`config.mk`:
```
export PLATFORM = sky130hd
export DESIGN_NAME = puf_response_collector
export DESIGN_NICKNAME = d
export VERILOG_FILES = /design/src/rtl/puf_pkg.sv /design/src/rtl/puf_challenge_lfsr.sv /design/src/rtl/puf_response_collector.sv
export SDC_FILE = /design/constraint.sdc
export NUM_CORES = 1
export LEC_CHECK = 0
export ABC_AREA = 0
export CAP_MARGIN = 20
export CORE_ASPECT_RATIO = 1.5
export CORE_MARGIN = 2
export CORE_UTILIZATION = 51
export DETAILED_ROUTE_END_ITERATION = 16
export PLACE_DENSITY = 0.87
export SLEW_MARGIN = 30
export SYNTH_ARGS = -nofsm -noshare
export SYNTH_HDL_FRONTEND = slang
export SYNTH_HIERARCHICAL = 1
export SYNTH_SLANG_ARGS = --single-unit
```
`constraint.sdc`:
```
create_clock -name clk -period 5.89 [get_ports clk]
set_input_delay 1.178 -clock clk [delete_from_list [all_inputs] [get_ports clk]]
set_output_delay 1.178 -clock clk [all_outputs]
set_load 0.1 [all_outputs]
```
`src/rtl/puf_pkg.sv`:
```
// Shared types and LFSR helpers for the PUF response collector.
// The state enum, default feedback taps and the challenge-stepping function live here.
package puf_pkg;

  typedef enum logic [1:0] {
    IDLE,
    APPLY,
    SAMPLE,
    DONE
  } state_t;

  localparam logic [63:0] TAPS_DEFAULT = 64'hD800000000000000;

  // An all-zero LFSR never leaves zero, so a zero seed is replaced by this.
  localparam logic [63:0] SEED_SUB = 64'h1;

  function automatic logic [63:0] lfsr_next(
    input logic [63:0] c,
    input logic [63:0] taps
  );
    return {c[62:0], ^(c & taps)};
  endfunction

endpackage

```
`src/rtl/puf_challenge_lfsr.sv`:
```
// Challenge generator: a Fibonacci LFSR seeded per request.
// A zero seed is swapped for a nonzero constant so the sequence never locks up.
module puf_challenge_lfsr
  import puf_pkg::*;
#(
  parameter int          CW   = 64,
  parameter logic [CW-1:0] TAPS = CW'(TAPS_DEFAULT)
) (
  input  logic          clk,
  input  logic          rst,
  input  logic          load,
  input  logic [CW-1:0] seed,
  input  logic          step,
  output logic [CW-1:0] state
);

  logic [63:0] nxt;

  assign nxt = lfsr_next(64'(state), 64'(TAPS));

  // Load wins over step; both are idle outside a request.
  always_ff @(posedge clk) begin
    if (rst) begin
      state <= '0;
    end else if (load) begin
      state <= (seed == '0) ? SEED_SUB[CW-1:0] : seed;
    end else if (step) begin
      state <= nxt[CW-1:0];
    end
  end

endmodule

```
`src/rtl/puf_response_collector.sv`:
```
// Multi-bit response engine for a single-bit arbiter PUF core.
// Each response bit is the majority of VOTES settled samples of one sub-challenge.
module puf_response_collector
  import puf_pkg::*;
#(
  parameter int            CW     = 64,
  parameter int            RW     = 8,
  parameter int            VOTES  = 3,
  parameter int            SETTLE = 2,
  parameter logic [CW-1:0] TAPS   = CW'(TAPS_DEFAULT)
) (
  input  logic          clk,
  input  logic          rst,
  input  logic          req_valid,
  output logic          req_ready,
  input  logic [CW-1:0] req_seed,
  output logic [CW-1:0] puf_challenge,
  input  logic          puf_response,
  output logic          rsp_valid,
  input  logic          rsp_ready,
  output logic [RW-1:0] rsp_data,
  output logic [RW-1:0] rsp_unstable,
  output logic          busy
);

  localparam int IW = (RW > 1) ? $clog2(RW) : 1;
  localparam int VW = $clog2(VOTES + 1);
  localparam int SW = $clog2(SETTLE + 1);

  state_t        st;
  logic [IW-1:0] bit_idx;
  logic [VW-1:0] vote_cnt;
  logic [VW-1:0] ones;
  logic [VW-1:0] ones_nxt;
  logic [SW-1:0] settle_cnt;
  logic [CW-1:0] lfsr_q;
  logic          accept;
  logic          last_vote;
  logic          last_bit;
  logic          lfsr_step;

  assign accept    = (st == IDLE) && req_valid;
  assign last_vote = (vote_cnt == VW'(VOTES - 1));
  assign last_bit  = (bit_idx == IW'(RW - 1));
  assign ones_nxt  = ones + VW'(puf_response);

  // The final sub-challenge is not stepped past, so DONE keeps showing it.
  assign lfsr_step = (st == SAMPLE) && last_vote && !last_bit;

  assign req_ready     = (st == IDLE);
  assign busy          = (st != IDLE);
  assign puf_challenge = (st == IDLE) ? '0 : lfsr_q;

  puf_challenge_lfsr #(
    .CW   (CW),
    .TAPS (TAPS)
  ) u_lfsr (
    .clk   (clk),
    .rst   (rst),
    .load  (accept),
    .seed  (req_seed),
    .step  (lfsr_step),
    .state (lfsr_q)
  );

  // Sequencer: settle, sample, vote, then publish one bit per sub-challenge.
  always_ff @(posedge clk) begin
    if (rst) begin
      st           <= IDLE;
      bit_idx      <= '0;
      vote_cnt     <= '0;
      ones         <= '0;
      settle_cnt   <= '0;
      rsp_valid    <= 1'b0;
      rsp_data     <= '0;
      rsp_unstable <= '0;
    end else begin
      unique case (st)
        IDLE: begin
          if (req_valid) begin
            st         <= APPLY;
            bit_idx    <= '0;
            vote_cnt   <= '0;
            ones       <= '0;
            settle_cnt <= '0;
          end
        end
        APPLY: begin
          if (settle_cnt == SW'(SETTLE - 1)) begin
            settle_cnt <= '0;
            st         <= SAMPLE;
          end else begin
            settle_cnt <= settle_cnt + 1'b1;
          end
        end
        SAMPLE: begin
          if (!last_vote) begin
            vote_cnt <= vote_cnt + 1'b1;
            ones     <= ones_nxt;
            st       <= APPLY;
          end else begin
            rsp_data[bit_idx]     <= (ones_nxt > VW'(VOTES / 2));
            rsp_unstable[bit_idx] <= (ones_nxt != '0)
                                  && (ones_nxt != VW'(VOTES));
            vote_cnt <= '0;
            ones     <= '0;
            if (last_bit) begin
              bit_idx   <= '0;
              rsp_valid <= 1'b1;
              st        <= DONE;
            end else begin
              bit_idx <= bit_idx + 1'b1;
              st      <= APPLY;
            end
          end
        end
        DONE: begin
          if (rsp_ready) begin
            rsp_valid <= 1'b0;
            st        <= IDLE;
          end
        end
        default: st <= IDLE;
      endcase
    end
  end

endmodule

```
==> key figures <==
Yosys
  • Sequential-to-total area share from yosys stat: 38.1%
  • Cell type contributing the most total cell area after synthesis: dfxtp_1
  • Syn Area/Cell: 8.22 µm²
  • Mapped Area: 0.00483 mm²
  • Syn Inst Count: 588
  • Post-synth net total: 661
  • Count of unique library cells instantiated by Yosys: 45
  • Number of enable-type register cells in the synthesized netlist: 0
  • #FFs+latches synth: 92
  • Cell types occupying the most area after synthesis: dfxtp_1, mux2i_1, nor2_1, and2_1, a21oi_1
  • Post-synth ARST share: 0%
  • Top FF cell, synth: dfxtp_1
  • Yosys synthesis warning count: 6
  • Top cell type's share of synthesized area: roughly two fifths

Clock network
  • Root buf cell: clkbuf_16
  • H-tree depth reported by CTS: 3
  • CTS tree: built
  • Number of clock sinks: 92
  • Largest buffer count on any clock path: 2
  • Number of buffers created by CTS: 9
  • Post-cts repair resize count: 0
  • Clock latency at the later pin of the worst-skew pair: around 0.34 ns
  • # hold bufs at CTS: 0
  • Post-CTS setup buffer count: 0
  • Reg clk slew, reported paths: 0.06 ns

Routing
  • Vias post-DR: about 4600
  • Drt via density: 5.53
  • Routed wire length: 13.1 mm
  • Drt first-iter violations: 256
  • Routed wirelength normalized by instance count: roughly 16 µm
  • DRC violation count after routing: 0
  • Number of nets still failing antenna checks after routing: 0
  • Number of iterations in the first detailed-routing pass: 5

Setup path
  • Crit path kind: register to output pin
  • Startpoint Class: register
  • Worst-path maximum fanout: 66
  • Required time worst endpoint: about 4.7 ns
  • Critical Path AT: around 2.9 ns
  • Type of element capturing the critical path: output pin

Power
  • Reported leakage power: 2.38 nW
  • Post-route total power: 1.71 mW
  • Power per unit of standard cell area: 258 mW/mm²
  • Worst vdd ir: 177 µV

Die
  • Vertical die dimension: 123 µm
  • Initial Utilization: 52.2%
  • Die footprint: 0.0103 mm²
  • Number of rows in the core area: 43
  • Width of the chip: 83.5 µm
  • CORE AREA: 0.00925 mm²
  • Top-level port count: 152

Final layout
  • Share of cells above drive strength 1: between 4 and 5%
  • Total number of nets in the final design: 781
  • Diodes inserted: 0
  • Fillcell total: 729
  • Area growth from synthesis to final layout: 36.7%

Hold path
  • Worst hold-check path type: register to register

Timing
  • Fin. Hold Viols: 0
  • Post-route clock period utilization: 69.1%
  • Worst Tran Pin Value: 1.01 ns
  • Minimum period implied by the final worst setup slack: 4.07 ns
  • Endpoints failing setup: 0
  • Achievable frequency: 246 MHz
  • Sum Neg Setup Slack: 0 ns
  • Number of pins exceeding their max-slew limit in the final report: 0
  • Worst clock skew: 0.00819 ns
  • RSZ-0062 raised after global routing: false
  • Max transition margin: 32.4%

GRT
  • Pin count of the biggest net entering global routing: 87
  • Total global routing overflow: 0
  • Vias in the first global route: ~4400
  • Initial antenna violation count: 0
  • Global routing usage summed across all routing layers: 24.7%
  • Wire length of the first global-routing pass: 20.6 mm

Place
  • Number of buffers added on ports: 151
  • Routability congestion estimate: 0.832
  • Detailed Place HPWL: between 9 and 10 mm

Outcome
  • Outcome: completed

Flow run
  • # Max-Cap Violations: 0
worst max-delay path: stages (launching register included):
cell and delay (ns):
dfxtp_1 0.56, or2_4 0.58, and2_1 0.22, clkdlybuf4s50_1 1.16
flip-flops by register name, indices dropped and copies added, names as in the netlist:
name	count
u_lfsr/state	64
rsp_data	8
rsp_unstable	8
bit_idx	3
ones	2
settle_cnt	2
st	2
vote_cnt	2
rsp_valid	1
through the flow:
| step | util [%] | hold slack (ns) | instances | area (µm²) | setup slack [ns] |
|---|---|---|---|---|---|
| after global routing | 71.4 | 0.493 | 825 | 6610 | 1.68 |
| after global placement | 67.9 | 0.461 | 808 | 6280 | 2.01 |
| after detailed placement | 67.9 | 0.469 | 808 | 6280 | 1.93 |
| after CTS | 71.1 | 0.480 | 824 | 6580 | 1.56 |
| after floorplan | - | 0.451 | 588 | 4830 | 2.32 |
| final | 71.4 | 0.474 | 825 | 6610 | 1.82 |
cell type report:
cell class | count | area (µm²) | share of cell area, %
well taps | 112 | 140 | 2.12
repair buffers | 155 | 1560 | 23.6
clock inverters | 1 | 30.0 | 0.454
inverters | 3 | 12.5 | 0.189
clock buffers | 15 | 268 | 4.05
flip-flops and latches | 92 | 1840 | 27.9
multi-input cells | 447 | 2760 | 41.8
cell families after synthesis:
group / Yosys count / share of synthesized area (%)
AO/OA/AOI/OAI: 90 / 10.1
XOR/XNOR: 4 / 0.725
adder cells (fa/ha/maj): 4 / 1.04
buffers and inverters: 49 / 5.00
flip-flops: 92 / 38.1
multiplexers: 75 / 15.7
AND/OR/NAND/NOR: 274 / 29.4
placed cells by master, fill, tap and decap left out, types with 2 or more instances in the layout:
cell type        count
a311oi_1             4
nand2_1              9
nor3_1               3
a31oi_1              3
o21ai_0              2
nand4_1              4
nand4b_1             2
nor4_1              16
dfxtp_1             92
clkbuf_16            9
buf_4                3
nor3b_1              6
nor2_1             135
xnor2_1              4
inv_1                2
mux2_2               2
a31o_2               2
clkdlybuf4s50_1    150
nand2b_1             9
a21oi_1             75
clkbuf_8             2
and2_1              65
mux2i_1             72
nor2b_1              6
or3_1                2
clkbuf_1             4
nand3_1              5
ha_1                 4
synthesized netlist by cell type (2+ instances only):
cell      count
nand4b_1      2
a21oi_1      75
buf_6         3
nand2b_1      9
nor2b_1       6
buf_4         6
nand3_1       5
buf_1         2
dfxtp_1      92
mux2_2        2
nor2_1      136
o21ai_0       2
nand2_1       9
a31oi_1       3
buf_2         9
ha_1          4
a311oi_1      4
and2_1       65
xnor2_1       4
clkbuf_1     25
a31o_2        2
nor3_1        3
nor3b_1       6
nand4_1       4
nor4_1       16
or3_1         2
inv_1         3
mux2i_1      72
path summary, 6_finish.rpt:
kind	slack, ns	cells after the start	startpoint	end
max	1.82	3	st[0]$_SDFFE_PP0P_	puf_challenge[1]
min reg2reg	0.47	2	rsp_data[6]$_SDFFE_PP0P_	rsp_data[6]$_SDFFE_PP0P_
max reg2reg	3.11	8	bit_idx[0]$_SDFFE_PP0P_	u_lfsr/state[37]$_SDFFE_PP0P_
min	0.47	2	rsp_data[6]$_SDFFE_PP0P_	rsp_data[6]$_SDFFE_PP0P_
layer usage:
layer | routed length (µm) | GRT usage (%) | vias up | part of all wire [%]
li1 | - | - | 2240 | -
met1 | 5070 | 28.3 | 2122 | 39
met2 | 6690 | 43.6 | 176 | 51
met3 | 982 | 6.34 | 27 | 7.5
met4 | 371 | 10.9 | 0 | 2.8
met5 | 0 | 0 | - | 0
where the power goes:
group	total, mW	internal, mW	switching, mW
logic	0.436	0.139	0.298
clock network	0.583	0.353	0.230
registers	0.689	0.657	0.0313
total	1.71	1.15	0.559
No activity file was read; power rests on OpenSTA's default activity.
